## src/rtl/spi_rx_frame_fifo.sv

```systemverilog
// SPI receive deserialiser (4..MAX_DW-bit frames, MSB/LSB first) feeding a FWFT FIFO.
// Define SPI_RX_FIFO_THR_EN to add the FIFO level threshold interrupt (rx_thr / rx_thr_irq).
module spi_rx_frame_fifo #(
  parameter int unsigned MAX_DW     = 32,
  parameter int unsigned FIFO_DEPTH = 8,
  parameter int unsigned CNT_W      = 13
) (
  input  logic                        clk_rx,
  input  logic                        spi_rx_rstn,
  input  logic                        rx_en,
  input  logic [4:0]                  frame_len,
  input  logic                        lsbf,
  input  logic [CNT_W-1:0]            spi_tnum,
  input  logic                        shift_in,
  input  logic                        rd_en,
  output logic [MAX_DW-1:0]           rd_data,
  output logic                        fifo_empty,
  output logic                        fifo_full,
  output logic [$clog2(FIFO_DEPTH):0] fifo_level,
  output logic                        ovr_flag,
  input  logic                        ovr_clr,
  output logic                        rx_busy,
  output logic                        rx_done
`ifdef SPI_RX_FIFO_THR_EN
  ,
  input  logic [$clog2(FIFO_DEPTH):0] rx_thr,
  output logic                        rx_thr_irq
`endif
);

  localparam int unsigned AW = $clog2(FIFO_DEPTH);

  logic [4:0]        bit_cnt_q, bit_cnt_d;
  logic [4:0]        flen_q, flen_d;
  logic [4:0]        cur_flen, pos;
  logic [MAX_DW-1:0] shreg_q, shreg_d, word;
  logic [CNT_W-1:0]  cnt_q, cnt_d;
  logic              rx_busy_q, rx_busy_d;
  logic              ovr_q, ovr_d;
  logic [AW:0]       wr_ptr_q, wr_ptr_d, rd_ptr_q, rd_ptr_d, level;
  logic [MAX_DW-1:0] mem_q [FIFO_DEPTH];
  logic              frame_done, pop, push_ok;

  // On the first bit of a frame the live frame_len applies; it is captured for the rest.
  always_comb begin
    cur_flen   = (bit_cnt_q == '0) ? frame_len : flen_q;
    flen_d     = cur_flen;
    pos        = lsbf ? bit_cnt_q : (cur_flen - bit_cnt_q);
    word       = ((bit_cnt_q == '0) ? '0 : shreg_q) | (MAX_DW'(shift_in) << pos);
    frame_done = rx_en && (bit_cnt_q == cur_flen);

    bit_cnt_d = bit_cnt_q;
    shreg_d   = shreg_q;
    cnt_d     = cnt_q;
    if (!rx_en) begin
      bit_cnt_d = '0;
      shreg_d   = '0;
      cnt_d     = '0;
    end else if (frame_done) begin
      bit_cnt_d = '0;
      shreg_d   = '0;
      if (!rx_done) cnt_d = cnt_q + CNT_W'(1);
    end else begin
      bit_cnt_d = bit_cnt_q + 5'd1;
      shreg_d   = word;
    end
    rx_busy_d = (bit_cnt_d != '0);
  end

  assign rx_done    = (cnt_q >= spi_tnum);
  assign rx_busy    = rx_busy_q;
  assign ovr_flag   = ovr_q;
  assign level      = wr_ptr_q - rd_ptr_q;
  assign fifo_level = level;
  assign fifo_empty = (level == '0);
  assign fifo_full  = (level == (AW+1)'(FIFO_DEPTH));
  assign rd_data    = fifo_empty ? '0 : mem_q[rd_ptr_q[AW-1:0]];

  // A pop frees the slot in the same cycle, so a push into a full FIFO with a pop is legal.
  always_comb begin
    pop      = rd_en && !fifo_empty;
    push_ok  = frame_done && (!fifo_full || pop);
    wr_ptr_d = push_ok ? wr_ptr_q + (AW+1)'(1) : wr_ptr_q;
    rd_ptr_d = pop ? rd_ptr_q + (AW+1)'(1) : rd_ptr_q;
    ovr_d    = ovr_q;
    if (frame_done && fifo_full && !pop) ovr_d = 1'b1;
    else if (ovr_clr)                    ovr_d = 1'b0;
  end

  always_ff @(posedge clk_rx or negedge spi_rx_rstn) begin
    if (!spi_rx_rstn) begin
      bit_cnt_q <= '0;
      flen_q    <= '0;
      shreg_q   <= '0;
      cnt_q     <= '0;
      rx_busy_q <= 1'b0;
      ovr_q     <= 1'b0;
      wr_ptr_q  <= '0;
      rd_ptr_q  <= '0;
    end else begin
      bit_cnt_q <= bit_cnt_d;
      flen_q    <= flen_d;
      shreg_q   <= shreg_d;
      cnt_q     <= cnt_d;
      rx_busy_q <= rx_busy_d;
      ovr_q     <= ovr_d;
      wr_ptr_q  <= wr_ptr_d;
      rd_ptr_q  <= rd_ptr_d;
    end
  end

  always_ff @(posedge clk_rx) begin
    if (push_ok) mem_q[wr_ptr_q[AW-1:0]] <= word;
  end

`ifdef SPI_RX_FIFO_THR_EN
  logic thr_irq_q;

  always_ff @(posedge clk_rx or negedge spi_rx_rstn) begin
    if (!spi_rx_rstn) thr_irq_q <= 1'b0;
    else              thr_irq_q <= (level >= rx_thr) && (rx_thr != '0);
  end

  assign rx_thr_irq = thr_irq_q;
`endif

endmodule

```

## config.mk

```make
export PLATFORM = sky130hd
export DESIGN_NAME = spi_rx_frame_fifo
export DESIGN_NICKNAME = d
export VERILOG_FILES = /design/src/rtl/spi_rx_frame_fifo.sv
export SDC_FILE = /design/constraint.sdc
export NUM_CORES = 1
export LEC_CHECK = 0
export CAP_MARGIN = 20
export CORE_MARGIN = 1
export CORE_UTILIZATION = 54
export DETAILED_ROUTE_END_ITERATION = 10
export GPL_ROUTABILITY_DRIVEN = 0
export GPL_TIMING_DRIVEN = 0
export PLACE_DENSITY = 0.72
export SETUP_SLACK_MARGIN = 0.15
export SLEW_MARGIN = 20
export SYNTH_ARGS = -nofsm -noshare
export SYNTH_HDL_FRONTEND = slang
export SYNTH_SLANG_ARGS = --single-unit
```

## constraint.sdc

```tcl
create_clock -name clk_rx -period 6.1 [get_ports clk_rx]
set_input_delay 0.915 -clock clk_rx [delete_from_list [all_inputs] [get_ports clk_rx]]
set_output_delay 0.915 -clock clk_rx [all_outputs]
set_load 0.005 [all_outputs]
```

## Word-level counts from Yosys, hierarchy flattened

Memory sizes are Yosys's and may differ from the RTL's.
Cells that the tools add are included.

- Memories kept: 1
- Input bits: 25
- Register bits after elaboration: 65
- Bits in writable memories: 256
- Output and inout bits: 41

Memories:

| memory | words | width | read ports | clocked after Yosys merged registers in | wr ports | RTL line | RTL |
|---|---|---|---|---|---|---|---|
| mem_q | 8 | 32 | 1 | 0 | 1 | 41 | `logic [MAX_DW-1:0] mem_q [FIFO_DEPTH];` |

- Order comparisons: 1
- $add $sub $neg: 6
- Bitwise operators: 1
- Mux-type cells: 15
- Reductions and logical operators: 14
- Equal/unequal tests: 4
- Shift-type cells: 1

Operator list:

| operator | count |
|---|---|
| 32-bit 2-to-1 mux | 4 |
| 13-bit 2-to-1 mux | 3 |
| 32-bit OR | 1 |
| 1-bit by 5-bit << shifter with 32-bit output | 1 |
| 5-bit 2-to-1 mux | 4 |
| 13-bit by 1-bit adder with 13-bit output (second input constant) | 1 |
| 13-bit greater-or-equal comparator | 1 |
| 4-bit by 1-bit adder with 4-bit output (second input constant) | 2 |
| 5-bit by 1-bit adder with 5-bit output (second input constant) | 1 |
| 5-bit equality test | 1 |
| 1-bit logical AND | 5 |
| 5-bit logical NOT | 1 |
| 5-bit nonzero test | 1 |
| 5-bit subtractor | 1 |
| 4-bit equality test (second input constant) | 1 |
| 4-bit logical NOT | 1 |
| 1-bit 2-to-1 mux | 4 |
| 4-bit subtractor | 1 |
| 1-bit logical NOT | 3 |
| 2-bit by 1-bit inequality test with 1-bit output (second input constant) | 1 |
| 2-bit inequality test (second input constant) | 1 |
| 2-bit AND reduction | 1 |
| 2-bit nonzero test | 1 |
| 1-bit logical OR | 1 |

## Depth between registers and ports, before layout

- Depth after elaboration: 8
- Gate-level depth with buffers: 15
- Mapped depth without buffers: 12

## Worst setup path after synthesis

No wires, ideal clock.

- Path kind: reg-to-reg
- Start point: register bit_cnt_q[1]
- End point: memory mem_q[0][0], enable pin
- Period minus slack after synthesis: 6,703 ps
- Cell stages (with the launch flop): 13
- Buffers on the path: 2
- Path slack: -603 ps
- Arrival: 6,202 ps
- Path through: dfrtp_1 -> inv_1 -> ha_1 -> or4b_1 -> clkbuf_1 -> clkbuf_1 -> mux2_2 -> ha_1 -> nand4_1 -> or2_1 -> nor2_1 -> nand2_1 -> nor4_1

- Cells in the longest elaborated chain, start to end: 7

RTL lines:

| what | RTL line | RTL |
|---|---|---|
| start: declaration | 33 | `logic [4:0] bit_cnt_q, bit_cnt_d;` |
| start signal: assignment | 101 | `bit_cnt_q <= bit_cnt_d;` |
| 5-bit logical NOT | 46 | `cur_flen = (bit_cnt_q == '0) ? frame_len : flen_q;` |
| 5-bit 2-to-1 mux | 46 |  |
| via cur_flen[2] | 35 | `logic [4:0] cur_flen, pos;` |
| 5-bit equality test | 50 | `frame_done = rx_en && (bit_cnt_q == cur_flen);` |
| 1-bit logical AND | 50 |  |
| 1-bit logical AND | 82 | `push_ok = frame_done && (!fifo_full \|\| pop);` |
| 1-bit 2-to-1 mux | 113 | `if (push_ok) mem_q[wr_ptr_q[AW-1:0]] <= word;` |
| 1-bit 2-to-1 mux (not written as such) | 113 |  |
| end: declaration | 41 |  |

The timed path passes the listed nets, and every way through them passes these cells.

## Worst setup path in the final report

- Start point: register rd_ptr_q[1]
- End point: output port rd_data[20]

- Cells in the longest elaborated chain, start to end: 3
- Elaborated cells between the ends (all ways): 4
- Classes of those cells: 1 x add/sub; 1 x mux; 1 x reduce/logical; 1 x memory

RTL lines:

| what | RTL line | RTL |
|---|---|---|
| start: declaration | 40 | `logic [AW:0] wr_ptr_q, wr_ptr_d, rd_ptr_q, rd_ptr_d, level;` |
| start signal: assignment | 108 | `rd_ptr_q <= rd_ptr_d;` |
| 4-bit subtractor | 73 | `assign level = wr_ptr_q - rd_ptr_q;` |
| 4-bit logical NOT | 75 | `assign fifo_empty = (level == '0);` |
| 32-bit 2-to-1 mux * | 77 | `assign rd_data = fifo_empty ? '0 : mem_q[rd_ptr_q[AW-1:0]];` |
| end: declaration | 16 | `output logic [MAX_DW-1:0] rd_data,` |

Mark *: on every way between the ends. The rest lies on a longest branch, timed or not.

==> Flow_metrics.wiki <==
{| class="wikitable"
! Metric !! Value
|-
| Global-route wire length before repair || 45.7 mm
|-
| Worst hold margin || 0.308 ns
|-
| Global-route usage over all layers || 23.5%
|-
| Drt pass-1 iters || 5
|-
| Post-synth top area share || 56.6%
|-
| Die extent in x || ~160 um
|-
| Via count of the first global-routing pass || 7945
|-
| Worst min path class || primary input to asynchronous set/reset pin
|-
| Buffer type at the clock tree root || sky130_fd_sc_hd__clkbuf_16
|-
| CP Data Required Time || 5.18 ns
|-
| Clock network latency to the later pin of the worst-skew pair || 0.56 ns
|-
| Area growth syn-to-layout || 17.9%
|-
| Proportion of synthesized chip area in sequential cells || between 60 and 70%
|-
| Number of cells after detailed placement || between 1k and 1.5k
|-
| Total number of H-tree levels || 1
|-
| Maximum resistive drop on vdd || about 0.24 mV
|-
| Antenna violations before repair || 0
|-
| Routed vias || ~7.8k
|-
| Max-Slew Margin vs Limit || 31.4%
|-
| CTS tree || built
|-
| Clock Pin Slew Worst Setup and Hold Paths || 0.07 ns
|-
| Leakage || 5.96 nW
|-
| Bufs on Longest Clock Path || 3
|-
| Crit Path Class || flip-flop to primary output
|-
| Total power divided by cell area || around 430 nW/um2
|-
| Nets in the synthesized netlist || 895
|-
| Number of standard cells after synthesis || 843
|-
| Number of core rows || 57
|-
| Largest net degree at the start of global routing || 34
|-
| Overflow after GRT || 0
|-
| Yosys warning total || 0
|-
| Post-CTS Hold Fix Bufs || 0
|-
| Register Area || 9310 um2
|-
| Number of synthesized register bits || 321
|-
| Sort of element at the start of the critical path || flip-flop
|-
| Slew at the pin closest to its max-slew limit || 1.03 ns
|-
| Number of nets with antenna violations after detailed routing || 0
|-
| Status || completed
|-
| Highest clock frequency the design can meet || 177 MHz
|-
| Pins Over Slew Limit || 0
|-
| Post-synthesis average cell area || 16.1 um2
|-
| Post-synth top area cell || sky130_fd_sc_hd__edfxtp_1
|-
| Sink count of the clock tree || 321
|-
| Final routed wirelength across all metal layers || 29.1 mm
|-
| Ranking of synthesized cells by area || sky130_fd_sc_hd__edfxtp_1, sky130_fd_sc_hd__dfrtp_1, sky130_fd_sc_hd__mux4_2, sky130_fd_sc_hd__ha_1, sky130_fd_sc_hd__nand2_1
|-
| Via density per instance || 5.92
|-
| Port Buffers || 64
|-
| Synth Flop Type || sky130_fd_sc_hd__edfxtp_1
|-
| Buffers & Inverters on Critical Path || 5
|-
| Period minus WS final || 5.66 ns
|-
| Slowest cell on the critical path || sky130_fd_sc_hd__a21oi_2
|-
| Full die area || 25800 um2
|-
| Max Cap Viol || 0
|-
| Final layout net count || 1015
|-
| Final count of negative-setup-slack endpoints || 0
|-
| Number of enable flip-flop cells after synthesis || ~260
|-
| Most instantiated cells after synthesis || sky130_fd_sc_hd__edfxtp_1, sky130_fd_sc_hd__nand2_1, sky130_fd_sc_hd__dfrtp_1
|-
| Critical Path Sink Type || primary output
|-
| Synth Cell Area || 13600 um2
|-
| Top Family by Delay on Critical Path || buffers and inverters
|-
| Cell Chain, Critical Path || buf_1 -> clkbuf_2 -> inv_1 -> ha_1 -> nor2b_1 -> o21a_1 -> or3_1 -> a21oi_2 -> clkbuf_1 -> a21oi_1 -> clkdlybuf4s50_1
|-
| Average wire per cell in the routed design || 22.2 um
|-
| DRC violation total after the first TritonRoute iteration || 656
|-
| Die height || 161 um
|-
| Fraction of registers with async set/reset || 20.2%
|-
| Area used by multi-input combinational logic || 4020 um2
|-
| Number of CTS-inserted buffers || 31
|-
| Number of standard cells in the final layout excluding fillers || 1312
|-
| Cell with the most instances after synthesis || sky130_fd_sc_hd__edfxtp_1
|-
| Fin crit share || 92.7%
|-
| Setup repair after global routing missed its margin || false
|-
| Drt drc || 0
|-
| Area of the placeable core || roughly 25000 um2
|-
| Delay of the slowest cell on the worst path || 0.55 ns
|-
| Critical-path maximum fanout || 10
|-
| Final count of hold timing violations || 0
|-
| Detailed placement HPWL || 19.4 mm
|-
| IO Pins || 66
|-
| Layout cell share with drive strength beyond 1 || 17.6%
|-
| Final-layout fill cell count || 1730
|-
| Initial standard-cell utilization of the core || 55.4%
|-
| Diode count || 0
|-
| Post-synth cell types || 56
|-
| Setup skew after layout || 0.0218 ns
|-
| Critical Path AT || 4.74 ns
|}
[metrics by stage]
stage          util, %  setup WS [ns]  cell area [um2]  power, mW  setup TNS, ns
6_report          65.3          0.443            16000       6.87              0
5_1_grt           65.3          0.221            16000       7.20              0
4_1_cts           65.3          0.223            16000       6.91              0
3_5_place_dp      61.0          0.272            15000       4.96              0
3_3_place_gp      59.7          -2.85            14600       4.90        -470.14
2_1_floorplan        -          0.230            13600       3.99              0
[layout make-up]
class / count / area share [%]
plain buffers: 43 / 1.18
clock buffers: 38 / 5.13
clock inverters: 20 / 1.37
inverters: 37 / 0.867
multi-input cells: 442 / 25.1
flip-flops and latches: 321 / 58.1
well taps: 324 / 2.53
repair buffers: 87 / 5.70
[cell families after synthesis]
group	Yosys count	share of synthesized area, %
AOI/OAI and AO/OA	126	6.71
xor gates and xnor gates	16	1.03
adders and majority gates	27	2.60
buffers and inverters	80	2.38
DFF	321	68.5
muxes	74	11.4
and+or+nand+nor	199	7.36
[worst register-to-register path, delay by kind of cell, from the launching register on]
family / cells / cell delay [ns]
flops: 1 / 0.52
fa+ha+maj: 2 / 0.65
buf+inv: 6 / 1.59
mux: 1 / 0.40
simple gates: 6 / 2.16
[metal layers]
metal | GRT usage, % | vias up | share of wire [%]
li1 | - | 3504 | -
met1 | 32.8 | 3961 | 42
met2 | 39.3 | 260 | 51
met3 | 3.13 | 45 | 5.4
met4 | 6.23 | 0 | 1.9
met5 | 0 | - | 0
[state kept, by name, indices dropped and copies added (netlist names)]
name / cells
bit_cnt_q: 5
ovr_flag: 1
flen_q: 5
rx_busy: 1
cnt_q: 13
shreg_q: 32
wr_ptr_q: 4
mem_q: 256
rd_ptr_q: 4
[timing repair]
action                     4_1_cts  5_1_grt
pin swaps                        0        0
setup endpoints to repair       30       49
setup buffers                    0        0
gates resized for setup          2        5
[final timing paths]
path	start	slack, ns	depth (start not counted)	to
min in group clk_rx	wr_ptr_q[3]$_DFFE_PN0P_	0.50	1	wr_ptr_q[3]$_DFFE_PN0P_
max in group asynchronous	spi_rx_rstn	5.23	2	shreg_q[4]$_DFF_PN0_
max reg2reg	bit_cnt_q[1]$_DFF_PN0_	0.48	15	mem_q[2][17]$_DFFE_PP_
max	rd_ptr_q[1]$_DFFE_PN0P_	0.44	11	rd_data[20]
min reg2reg	wr_ptr_q[3]$_DFFE_PN0P_	0.50	1	wr_ptr_q[3]$_DFFE_PN0P_
min	spi_rx_rstn	0.31	1	bit_cnt_q[0]$_DFF_PN0_
[cells in the final DEF (no fill, tap or decap), types with 3 or more instances in the layout]
| cell type | synthesis | final |
|---|---|---|
| sky130_fd_sc_hd__buf_2 | 10 | 10 |
| sky130_fd_sc_hd__o32ai_1 | 3 | 3 |
| sky130_fd_sc_hd__inv_1 | 36 | 35 |
| sky130_fd_sc_hd__a21oi_1 | 51 | 50 |
| sky130_fd_sc_hd__nand3_1 | 15 | 15 |
| sky130_fd_sc_hd__or3_1 | 5 | 5 |
| sky130_fd_sc_hd__buf_6 | 1 | 9 |
| sky130_fd_sc_hd__mux2_2 | 5 | 5 |
| sky130_fd_sc_hd__a22o_1 | 16 | 16 |
| sky130_fd_sc_hd__nand4_1 | 6 | 6 |
| sky130_fd_sc_hd__o31ai_1 | 5 | 5 |
| sky130_fd_sc_hd__dfrtp_1 | 65 | 65 |
| sky130_fd_sc_hd__clkbuf_1 | 29 | 31 |
| sky130_fd_sc_hd__and3_1 | 6 | 6 |
| sky130_fd_sc_hd__bufinv_16 | 0 | 4 |
| sky130_fd_sc_hd__o21ai_0 | 7 | 7 |
| sky130_fd_sc_hd__a21o_1 | 6 | 6 |
| sky130_fd_sc_hd__mux4_2 | 64 | 64 |
| sky130_fd_sc_hd__xnor2_1 | 13 | 13 |
| sky130_fd_sc_hd__nand2_1 | 83 | 83 |
| sky130_fd_sc_hd__buf_4 | 1 | 13 |
| sky130_fd_sc_hd__edfxtp_1 | 256 | 256 |
| sky130_fd_sc_hd__nand2b_1 | 9 | 9 |
| sky130_fd_sc_hd__clkdlybuf4s50_1 | 0 | 63 |
| sky130_fd_sc_hd__nor2_1 | 17 | 15 |
| sky130_fd_sc_hd__xor2_1 | 3 | 3 |
| sky130_fd_sc_hd__o21a_1 | 4 | 4 |
| sky130_fd_sc_hd__mux2i_1 | 5 | 5 |
| sky130_fd_sc_hd__a32o_1 | 18 | 18 |
| sky130_fd_sc_hd__nor2b_1 | 35 | 35 |
| sky130_fd_sc_hd__buf_16 | 0 | 3 |
| sky130_fd_sc_hd__clkbuf_2 | 0 | 3 |
| sky130_fd_sc_hd__ha_1 | 25 | 25 |
| sky130_fd_sc_hd__nor3_2 | 0 | 3 |
| sky130_fd_sc_hd__clkinv_1 | 1 | 7 |
| sky130_fd_sc_hd__or4_1 | 3 | 3 |
| sky130_fd_sc_hd__clkinv_2 | 0 | 5 |
| sky130_fd_sc_hd__and2_1 | 5 | 5 |
| sky130_fd_sc_hd__clkbuf_16 | 0 | 31 |
[power by group]
part	switching [mW]	internal, mW
Sequential	0.0663	2.49
Clock	0.814	1.13
Combinational	1.27	1.10
No activity file was read; power rests on OpenSTA's default activity.
